`config.mk`:
```
export PLATFORM = sky130hd
export DESIGN_NAME = softreg_resp_router_flat
export DESIGN_NICKNAME = d
export VERILOG_FILES = /design/src/rtl/softreg_resp_router_if.sv /design/src/rtl/softreg_resp_router.sv /design/src/flat_wrapper.sv
export SDC_FILE = /design/constraint.sdc
export NUM_CORES = 1
export LEC_CHECK = 0
export ABC_AREA = 1
export BUFFER_PORTS_ARGS = -buffer_cell sky130_fd_sc_hd__buf_2
export CAP_MARGIN = 0
export CELL_PAD_IN_SITES_DETAIL_PLACEMENT = 1
export CELL_PAD_IN_SITES_GLOBAL_PLACEMENT = 1
export CORE_MARGIN = 3
export CORE_UTILIZATION = 31
export DETAILED_ROUTE_END_ITERATION = 16
export PLACE_DENSITY = 0.87
export SYNTH_ARGS = -nofsm -noshare
export SYNTH_HDL_FRONTEND = slang
export SYNTH_SLANG_ARGS = --single-unit
```
`constraint.sdc`:
```
create_clock -name i_clk -period 1.9 [get_ports i_clk]
set_input_delay 0.475 -clock i_clk [delete_from_list [all_inputs] [get_ports i_clk]]
set_output_delay 0.475 -clock i_clk [all_outputs]
set_load 0.005 [all_outputs]
```
`src/rtl/softreg_resp_router_if.sv`:
```
// -----------------------------------------------------------------------------
// softreg_resp_router_if
// Bus bundle for the soft-register response router.
//   Snooped request side (driven by the request merge):
//     req_valid       request issued to the app this cycle
//     req_is_write    request is a write (writes never produce a response)
//     req_src         issuer of the request: 0 = aos internal, 1 = aos host
//   App response side:
//     resp_in_valid / resp_in_data       response coming back from the app
//   Routed responses (registered inside the router):
//     resp_int_valid / resp_int_data     response to aos internal
//     resp_host_valid / resp_host_data   response to aos host
// Only the request fields the router actually looks at are carried here;
// address and write data of the snooped request are irrelevant to routing.
// Modports: master = environment side, slave = router side.
// -----------------------------------------------------------------------------
interface softreg_resp_router_if;
  logic        req_valid;
  logic        req_is_write;
  logic        req_src;
  logic        resp_in_valid;
  logic [63:0] resp_in_data;
  logic        resp_int_valid;
  logic [63:0] resp_int_data;
  logic        resp_host_valid;
  logic [63:0] resp_host_data;

  modport master (
    output req_valid, req_is_write, req_src, resp_in_valid, resp_in_data,
    input  resp_int_valid, resp_int_data, resp_host_valid, resp_host_data
  );

  modport slave (
    input  req_valid, req_is_write, req_src, resp_in_valid, resp_in_data,
    output resp_int_valid, resp_int_data, resp_host_valid, resp_host_data
  );
endinterface

```
`src/rtl/softreg_resp_router.sv`:
```
// -----------------------------------------------------------------------------
// softreg_resp_router
// Return path of the two-source soft-register merge. Every read issued to the
// app records its source in an in-order tag FIFO; each app response pops the
// head tag and is steered to that source one cycle later. Apps answer reads in
// order, so the head tag always belongs to the response being returned.
//
// Optional feature (macro SOFTREG_RESP_TIMEOUT_EN):
//   a timer watches the oldest read; after TIMEOUT_CYC cycles without a
//   response the head is popped and TIMEOUT_DATA is returned to its owner.
//   The late app response for that read is later discarded (drop_pend) so the
//   in-order pairing between tags and responses is preserved.
//   Without the macro reads wait indefinitely and o_timeout_cnt is 0.
//
// Ports:
//   i_clk           user clock
//   i_rst_n         synchronous active-low reset
//   bus             softreg_resp_router_if.slave (request snoop, app
//                   response in, routed responses out)
//   o_outstanding   reads currently tracked in the tag FIFO (LOG_DEPTH+1 bits)
//   o_err_overflow  sticky: read issued while the FIFO was full (untracked)
//   o_err_underflow sticky: app response with nothing outstanding
//   o_timeout_cnt   saturating count of synthesized timeout responses
// -----------------------------------------------------------------------------
module softreg_resp_router #(
  parameter int LOG_DEPTH = 4
`ifdef SOFTREG_RESP_TIMEOUT_EN
  ,
  parameter int          TIMEOUT_CYC  = 1024,
  parameter logic [63:0] TIMEOUT_DATA = 64'hDEAD_DEAD_DEAD_DEAD
`endif
) (
  input  logic                  i_clk,
  input  logic                  i_rst_n,
  softreg_resp_router_if.slave  bus,
  output logic [LOG_DEPTH:0]    o_outstanding,
  output logic                  o_err_overflow,
  output logic                  o_err_underflow,
  output logic [15:0]           o_timeout_cnt
);

  localparam int            DEPTH   = 1 << LOG_DEPTH;
  localparam int            PW      = LOG_DEPTH + 1;
  localparam logic [PW-1:0] PTR_ONE = PW'(1);

  logic [PW-1:0] r_wr_ptr;
  logic [PW-1:0] r_rd_ptr;
  logic          r_tags [DEPTH];

  logic          r_int_valid;
  logic [63:0]   r_int_data;
  logic          r_host_valid;
  logic [63:0]   r_host_data;
  logic          r_err_overflow;
  logic          r_err_underflow;

  logic          w_empty;
  logic          w_full;
  logic          w_head_tag;
  logic          w_push_req;
  logic          w_push;
  logic          w_app_pop;
  logic          w_tmo_pop;
  logic          w_pop;
  logic          w_drop;
  logic          w_underflow;
  logic          w_overflow;
  logic [63:0]   w_tmo_data;
  logic [63:0]   w_resp_data;
  logic          w_to_int;
  logic          w_to_host;

  // Pointers carry one extra wrap bit: equal means empty, MSB-only difference means full.
  assign w_empty       = (r_wr_ptr == r_rd_ptr);
  assign w_full        = (r_wr_ptr[PW-1] != r_rd_ptr[PW-1]) &&
                         (r_wr_ptr[PW-2:0] == r_rd_ptr[PW-2:0]);
  assign w_head_tag    = r_tags[r_rd_ptr[PW-2:0]];
  assign o_outstanding = r_wr_ptr - r_rd_ptr;

  assign w_push_req    = bus.req_valid && !bus.req_is_write;

`ifdef SOFTREG_RESP_TIMEOUT_EN
  localparam int            TW       = $clog2(TIMEOUT_CYC) + 1;
  localparam logic [TW-1:0] TMO_LAST = TW'(TIMEOUT_CYC - 1);
  localparam logic [TW-1:0] TMR_ONE  = TW'(1);
  localparam logic [PW-1:0] DROP_MAX = {PW{1'b1}};

  logic [TW-1:0] r_timer;
  logic [PW-1:0] r_drop_pend;
  logic [15:0]   r_timeout_cnt;

  // Responses owed for reads already answered by a timeout are swallowed.
  assign w_drop     = bus.resp_in_valid && (r_drop_pend != {PW{1'b0}});
  // Any app response this cycle (routed or dropped) pre-empts the timeout.
  assign w_tmo_pop  = !w_empty && !bus.resp_in_valid && (r_timer >= TMO_LAST);
  assign w_tmo_data = TIMEOUT_DATA;

  // Timeout timer, pending-drop counter and saturating timeout counter.
  always_ff @(posedge i_clk) begin
    if (!i_rst_n) begin
      r_timer       <= {TW{1'b0}};
      r_drop_pend   <= {PW{1'b0}};
      r_timeout_cnt <= 16'h0000;
    end else begin
      // Timer holds at its last value if a dropped response blocks the timeout.
      if (w_pop || w_empty) begin
        r_timer <= {TW{1'b0}};
      end else if (r_timer < TMO_LAST) begin
        r_timer <= r_timer + TMR_ONE;
      end else begin
        r_timer <= r_timer;
      end

      if (w_tmo_pop && (r_drop_pend != DROP_MAX)) begin
        r_drop_pend <= r_drop_pend + PTR_ONE;
      end else if (w_drop) begin
        r_drop_pend <= r_drop_pend - PTR_ONE;
      end else begin
        r_drop_pend <= r_drop_pend;
      end

      if (w_tmo_pop && (r_timeout_cnt != 16'hFFFF)) begin
        r_timeout_cnt <= r_timeout_cnt + 16'h0001;
      end else begin
        r_timeout_cnt <= r_timeout_cnt;
      end
    end
  end

  assign o_timeout_cnt = r_timeout_cnt;
`else
  assign w_drop        = 1'b0;
  assign w_tmo_pop     = 1'b0;
  assign w_tmo_data    = 64'h0000_0000_0000_0000;
  assign o_timeout_cnt = 16'h0000;
`endif

  // Pop decisions look only at FIFO state before this cycle's push.
  assign w_app_pop   = bus.resp_in_valid && !w_drop && !w_empty;
  assign w_underflow = bus.resp_in_valid && !w_drop && w_empty;
  assign w_pop       = w_app_pop || w_tmo_pop;
  // A pop in the same cycle frees the slot a full FIFO would otherwise refuse.
  assign w_push      = w_push_req && (!w_full || w_pop);
  assign w_overflow  = w_push_req && w_full && !w_pop;

  // Select the routed payload and its destination for this cycle.
  always_comb begin
    w_resp_data = 64'h0000_0000_0000_0000;
    w_to_int    = 1'b0;
    w_to_host   = 1'b0;
    if (w_app_pop) begin
      w_resp_data = bus.resp_in_data;
    end else if (w_tmo_pop) begin
      w_resp_data = w_tmo_data;
    end else begin
      w_resp_data = 64'h0000_0000_0000_0000;
    end
    if (w_pop) begin
      w_to_int  = !w_head_tag;
      w_to_host = w_head_tag;
    end else begin
      w_to_int  = 1'b0;
      w_to_host = 1'b0;
    end
  end

  // Tag storage; contents are meaningless outside the pointer window, so no reset.
  always_ff @(posedge i_clk) begin
    if (w_push) begin
      r_tags[r_wr_ptr[PW-2:0]] <= bus.req_src;
    end
  end

  // FIFO pointers, sticky errors and registered (zeroed when idle) response outputs.
  always_ff @(posedge i_clk) begin
    if (!i_rst_n) begin
      r_wr_ptr        <= {PW{1'b0}};
      r_rd_ptr        <= {PW{1'b0}};
      r_err_overflow  <= 1'b0;
      r_err_underflow <= 1'b0;
      r_int_valid     <= 1'b0;
      r_int_data      <= 64'h0000_0000_0000_0000;
      r_host_valid    <= 1'b0;
      r_host_data     <= 64'h0000_0000_0000_0000;
    end else begin
      if (w_push) begin
        r_wr_ptr <= r_wr_ptr + PTR_ONE;
      end
      if (w_pop) begin
        r_rd_ptr <= r_rd_ptr + PTR_ONE;
      end
      r_err_overflow  <= r_err_overflow  | w_overflow;
      r_err_underflow <= r_err_underflow | w_underflow;
      r_int_valid     <= w_to_int;
      r_int_data      <= w_to_int  ? w_resp_data : 64'h0000_0000_0000_0000;
      r_host_valid    <= w_to_host;
      r_host_data     <= w_to_host ? w_resp_data : 64'h0000_0000_0000_0000;
    end
  end

  assign bus.resp_int_valid  = r_int_valid;
  assign bus.resp_int_data   = r_int_data;
  assign bus.resp_host_valid = r_host_valid;
  assign bus.resp_host_data  = r_host_data;
  assign o_err_overflow      = r_err_overflow;
  assign o_err_underflow     = r_err_underflow;

endmodule

```
`src/flat_wrapper.sv`:
```
// flat-port wrapper written by rule: the top's interface ports become plain ports
module softreg_resp_router_flat 
#(
  parameter int LOG_DEPTH = 4

)
  (i_clk, i_rst_n, o_outstanding, o_err_overflow, o_err_underflow, o_timeout_cnt, bus_req_valid, bus_req_is_write, bus_req_src, bus_resp_in_valid, bus_resp_in_data, bus_resp_int_valid, bus_resp_int_data, bus_resp_host_valid, bus_resp_host_data);
  softreg_resp_router_if bus_i ();
  input  logic i_clk;
  input  logic i_rst_n;
  output logic [LOG_DEPTH:0] o_outstanding;
  output logic o_err_overflow;
  output logic o_err_underflow;
  output logic [15:0] o_timeout_cnt;
  input wire logic [$bits(bus_i.req_valid)-1:0] bus_req_valid;
  input wire logic [$bits(bus_i.req_is_write)-1:0] bus_req_is_write;
  input wire logic [$bits(bus_i.req_src)-1:0] bus_req_src;
  input wire logic [$bits(bus_i.resp_in_valid)-1:0] bus_resp_in_valid;
  input wire logic [$bits(bus_i.resp_in_data)-1:0] bus_resp_in_data;
  output wire logic [$bits(bus_i.resp_int_valid)-1:0] bus_resp_int_valid;
  output wire logic [$bits(bus_i.resp_int_data)-1:0] bus_resp_int_data;
  output wire logic [$bits(bus_i.resp_host_valid)-1:0] bus_resp_host_valid;
  output wire logic [$bits(bus_i.resp_host_data)-1:0] bus_resp_host_data;
  assign bus_i.req_valid = bus_req_valid;
  assign bus_i.req_is_write = bus_req_is_write;
  assign bus_i.req_src = bus_req_src;
  assign bus_i.resp_in_valid = bus_resp_in_valid;
  assign bus_i.resp_in_data = bus_resp_in_data;
  assign bus_resp_int_valid = bus_i.resp_int_valid;
  assign bus_resp_int_data = bus_i.resp_int_data;
  assign bus_resp_host_valid = bus_i.resp_host_valid;
  assign bus_resp_host_data = bus_i.resp_host_data;
  softreg_resp_router #(.LOG_DEPTH(LOG_DEPTH)) u_core (.i_clk(i_clk), .i_rst_n(i_rst_n), .bus(bus_i), .o_outstanding(o_outstanding), .o_err_overflow(o_err_overflow), .o_err_underflow(o_err_underflow), .o_timeout_cnt(o_timeout_cnt));
endmodule
```
# [After elaboration in Yosys (flattened, before gate mapping)]
# Memories as Yosys holds them, arrays and structs flattened. A register that Yosys moved wholly into a read port is not among the register bits.
# Index checks and enable logic that the tools add are counted.
[op_classes] n_eq_ne=3 n_bitwise=2 n_addsub=3 n_reduce_logical=15 mux=7
[ops] op="2-to-1 mux 64 bit" n=1
[ops] op="adder 5 x 1 -> 5 bit, second input constant" n=2
[ops] op="2-to-1 mux 4 bit" n=2
[ops] op="logical AND 1 bit" n=7
[ops] op="equality test 5 bit" n=1
[ops] op="zero test 1 bit" n=5
[ops] op="subtractor 5 bit" n=1
[ops] op="equality test 4 bit" n=1
[ops] op="2-to-1 mux 1 bit" n=4
[ops] op="AND reduction 2 bit" n=2
[ops] op="OR 1 bit" n=2
[ops] op="logical OR 1 bit" n=1
[ops] op="!= test 1 bit" n=1
[totals] wordCells=39 memories=1 ramBits=16 out_inout_bits=153 input_bits=70 register_bits=142
[memory_table] name="u_core.r_tags" words=16 word_bits=1 rd=1 rd_clocked_by_memory_dff=1 write_ports=1 line="softreg_resp_router.sv:48" text="logic r_tags [DEPTH];"

# [Depth between registers and ports, before layout]
[logic_depth] word_depth=7 depth_mapped=12 depth_no_buf=11

# [Worst setup path after synthesis]
# Ideal clock, no wire load.
[synth_timing] path_kind="flip-flop to flip-flop" from="register u_core.r_rd_ptr[2]" to="memory u_core.r_tags[4] (enable)" t_required_ps=1588 n_path_buf=1 t_arrival_ps=1557 path_slack_ps=31 setup_time_ps=312 stages_incl_launch_ff=11 period_less_slack_ps=1869 path_cell_list="dfxtp_1 inv_1 ha_1 nand2_1 nor2_1 inv_1 nor2_1 nand2_1 nand2_2 buf_4 nor3_1"
[synth_via] elab_chain_cells=7 word_cells_on_any_way=10 classes_between="eq/ne (2); mux (2); reduce/logical (6)"
[synth_lines] element="from (decl)" line="softreg_resp_router.sv:47" text="logic [PW-1:0] r_rd_ptr;"
[synth_lines] element="from (signal assigned)" line="softreg_resp_router.sv:178" text="r_rd_ptr <= {PW{1'b0}};"
[synth_lines] element="from (signal assigned)" line="softreg_resp_router.sv:190" text="r_rd_ptr <= r_rd_ptr + PTR_ONE;"
[synth_lines] element="equality test 5 bit or equality test 4 bit (tied branches)" line="softreg_resp_router.sv:74, softreg_resp_router.sv:76"
[synth_lines] element="zero test 1 bit or logical AND 1 bit (tied branches)" line="softreg_resp_router.sv:139, softreg_resp_router.sv:75"
[synth_lines] element="logical AND 1 bit or zero test 1 bit (tied branches)" line="softreg_resp_router.sv:139, softreg_resp_router.sv:143"
[synth_lines] element="logical OR 1 bit *" line="softreg_resp_router.sv:143" text="assign w_push = w_push_req && (!w_full || w_pop);"
[synth_lines] element="logical AND 1 bit *" line="softreg_resp_router.sv:143"
[synth_lines] element="2-to-1 mux 1 bit *" line="softreg_resp_router.sv:169" text="if (w_push) begin"
[synth_lines] element="2-to-1 mux 1 bit (not written as such) *" line="softreg_resp_router.sv:170" text="r_tags[r_wr_ptr[PW-2:0]] <= bus.req_src;"
[synth_lines] element="to (decl)" line="softreg_resp_router.sv:48"
# Every way passes the cells marked *; elsewhere a longest branch is shown, timed or not.

# [Worst setup path in the final report]
[layout_timing] from="register u_core.r_wr_ptr[0]" to="output port o_outstanding[4]"
[layout_via] elab_chain_cells=1
[layout_lines] element="from (decl)" line="softreg_resp_router.sv:46" text="logic [PW-1:0] r_wr_ptr;"
[layout_lines] element="from (signal assigned)" line="softreg_resp_router.sv:177" text="r_wr_ptr <= {PW{1'b0}};"
[layout_lines] element="from (signal assigned)" line="softreg_resp_router.sv:187" text="r_wr_ptr <= r_wr_ptr + PTR_ONE;"
[layout_lines] element="subtractor 5 bit" line="softreg_resp_router.sv:78" text="assign o_outstanding = r_wr_ptr - r_rd_ptr;"
[layout_lines] element="to (decl)" line="flat_wrapper.sv:11" text="output logic [LOG_DEPTH:0] o_outstanding;"
# Every way passes these cells.

==> results.ini <==
[logic_synthesis]
syn_inst=556
synth_cell_types=26
yosysWarningCount=0
synth_seq_cells=162
ys_seq_area_share_pct=64.11
syn_avg_cell_area_um2=9.548
netlist_area_um2=5309

[clock_tree]
cts_buffer_depth=2
numCtsBuffers=17
clk_pin_slew_ns=0.07
htreeDepth=4
numClockSinks=162
insertion_delay_ns=0.42
cts_tree=yes
cts_root_buf=clkbuf_16

[global_routing]
grt_max_degree=35
grt_first_pass_wirelength_mm=21.82
gr-total-overflow=0
antenna_found_initial=0
grt_pass1_vias=4381
grt_use_total_pct=15.22

[critical_path]
cp_cell_sequence=inv_2 -> ha_4 -> inv_2 -> fa_2 -> nand3_2 -> nand2_2 -> xor2_1 -> buf_2
crit_type=register to output port
cp_max_fo=2
crit_arrival_ns=1.71
path_delay_family=adder cells
cp_slowest_stage_delay_ns=0.35
crit_start=u_core.r_wr_ptr[0]
critPathLaunchType=register
slowest_stage=fa_2
end_kind=output port
worstReg2RegStart=u_core.r_rd_ptr[1]
path_common_cell=inv_2
critPathRequiredTime_ns=1.42
crit_buf_inv=3

[timing]
hold_viol=0
fin_setup_tns_ns=-0.8968
finClkSkew_ns=0.01177
setup_ws_ns=-0.2850
rsz0062_at_grt=true
setup_viol=4
fmax_ghz=0.4577
fin_crit_sh_pct=115.0
maxSlewViolCount=0
fin_crit_ns=2.185
holdWs_ns=0.2803

[detailed_routing]
vias=4232
firstDrtPassIters=4
drt_iter0_drc=90
routed_wl_mm=14.86
ant_nets=0
post-route-drc-count=0
vias_per_cell=4.157
wl_per_cell_um=14.60

[status]
failed_checks=setup timing
status=complete, but fails checks

[placed_design]
gp_congestion=0.8110
dp_cells=981
dp_slack_ns=-0.04372
hpwl_mm=10.74
io_buffer_count=206
dpl-instance-area_um2=6590

[die]
ioPinCount=223
rows=47
dieHeight_um=136.9
die-area_um2=18730
initial_utilization_pct=31.79
fp.coreArea_um2=16700
fp.dieW_um=136.9

[cells_and_area]
diodes=0
multi_input_area_um2=1474
design_area_um2=7387
area_growth_pct=39.15
layout.area.seq_um2=3413
fill_cells=1966
final_cells=1018
drive_gt1_share_pct=40.10
nets=865

[power]
p_per_area_nw_per_um2=1069
peakVddDrop_mv=0.6479
p_leak_nw=3.921

[run]
drv_cap=0

[min_path]
hold_start=bus_resp_in_data[24]
worstHoldPathType=input pin to register

[Yosys cell counts]
| library cell | n | area [um2] |
|---|---|---|
| nor3b_1 | 1 | 7.510 |
| buf_6 | 10 | 112.6 |
| ha_1 | 9 | 112.6 |
| dfxtp_1 | 146 | 2923 |
| a31oi_1 | 1 | 6.260 |
| clkbuf_1 | 1 | 3.750 |
| inv_1 | 99 | 371.6 |
| inv_2 | 1 | 3.750 |
| nand3_1 | 24 | 120.1 |
| conb_1 | 1 | 3.750 |
| nor3_1 | 13 | 65.06 |
| o21a_1 | 1 | 7.510 |
| xor2_1 | 5 | 43.79 |
| nand2_2 | 2 | 12.51 |
| a21oi_1 | 12 | 60.06 |
| nand4_1 | 1 | 6.260 |
| nand2_4 | 1 | 11.26 |
| edfxtp_1 | 16 | 480.5 |
| fa_1 | 1 | 20.02 |
| o21ai_0 | 4 | 20.02 |
| nor2_1 | 121 | 454.2 |
| nand2_1 | 41 | 153.9 |
| buf_4 | 19 | 142.6 |
| nor2_2 | 20 | 125.1 |
| xnor2_1 | 3 | 26.28 |
| buf_2 | 3 | 15.01 |
[timing repair]
item | CTS | global route
setup buffers | 3 | 2
hold buffers | 0 | 0
gates resized for setup | 17 | 24
hold endpoints to repair | 0 | 0
pin swaps | 5 | 6
endpoints found under the setup margin | 18 | 101
[cells by family after synthesis]
kind of cell | count (synthesis) | share of synthesized area [%]
AND/OR/NAND/NOR | 224 | 18.01
flip-flops | 162 | 64.11
buffers and inverters | 133 | 12.23
AO/OA/AOI/OAI | 18 | 1.768
adder cells (fa/ha/maj) | 10 | 2.498
XOR/XNOR | 8 | 1.320
other | 1 | 0.07064
[cell usage in the layout (no fill, tap or decap), types with 3 or more instances in the layout]
cell type,count
buf_12,4
inv_1,95
conb_1,16
nor3_2,7
ha_1,5
a21oi_1,10
dfxtp_1,138
nor2_1,118
dfxtp_2,8
inv_6,3
xor2_1,5
nor3_1,6
clkbuf_16,17
xnor2_1,3
o21ai_0,4
buf_4,17
buf_2,206
ha_4,4
inv_2,4
nand3_1,22
nand2_2,5
clkinv_4,3
nor2_2,22
clkinv_8,3
nand2_1,37
inv_8,5
edfxtp_1,16
[metrics by stage]
step                      util, %  power [mW]
final                       44.23       7.895
after detailed placement    39.46       4.531
after floorplan                 -       4.165
after CTS                   43.50       7.964
after global placement      39.46       4.492
after global routing        44.23       8.243
[report_power, final]
group / total (mW) / internal, mW / leakage (nW) / switching [mW]
clock: 3.38 / 1.80 / 0.294 / 1.58
combinational: 0.847 / 0.352 / 2.30 / 0.495
sequential: 3.66 / 3.60 / 1.33 / 0.0633
[final timing paths]
path | slack (ns) | cells past startpoint | end
setup / recovery | -0.28 | 8 | o_outstanding[4]
hold / removal | 0.28 | 3 | u_core.bus.resp_host_data[24]
setup reg to reg | 0.05 | 11 | u_core.r_tags[11]
hold reg to reg | 0.47 | 1 | u_core.o_err_underflow
[routing by layer]
metal	wire [um]	global-route usage, %	vias up
li1	-	-	2083
met1	5907	16.35	1962
met2	7642	28.01	161
met3	984	4.044	26
met4	324	6.486	0
met5	0	0	-
[flip-flops by register name, summed over array words and instances, names as in the netlist, named ones only]
name                        cells
u_core.bus.resp_host_data      64
u_core.bus.resp_int_data       64
u_core.r_tags                  16
u_core.r_rd_ptr                 5
u_core.r_wr_ptr                 5
u_core.bus.resp_host_valid      1
u_core.bus.resp_int_valid       1
u_core.o_err_overflow           1
u_core.o_err_underflow          1
[worst min-delay path, cell delays in order]
cell	delay (ns)
buf_2	0.07
inv_1	0.04
nor2_1	0.08
[layout make-up]
cell class | instances | share of cell area (%)
flip-flops and latches | 162 | 46.21
multi-input cells | 276 | 19.95
repair buffers | 228 | 16.92
clock buffers | 18 | 5.945
inverters | 100 | 5.115
well taps | 220 | 3.726
clock inverters | 14 | 2.134
No activity file was read; power rests on OpenSTA's default activity.
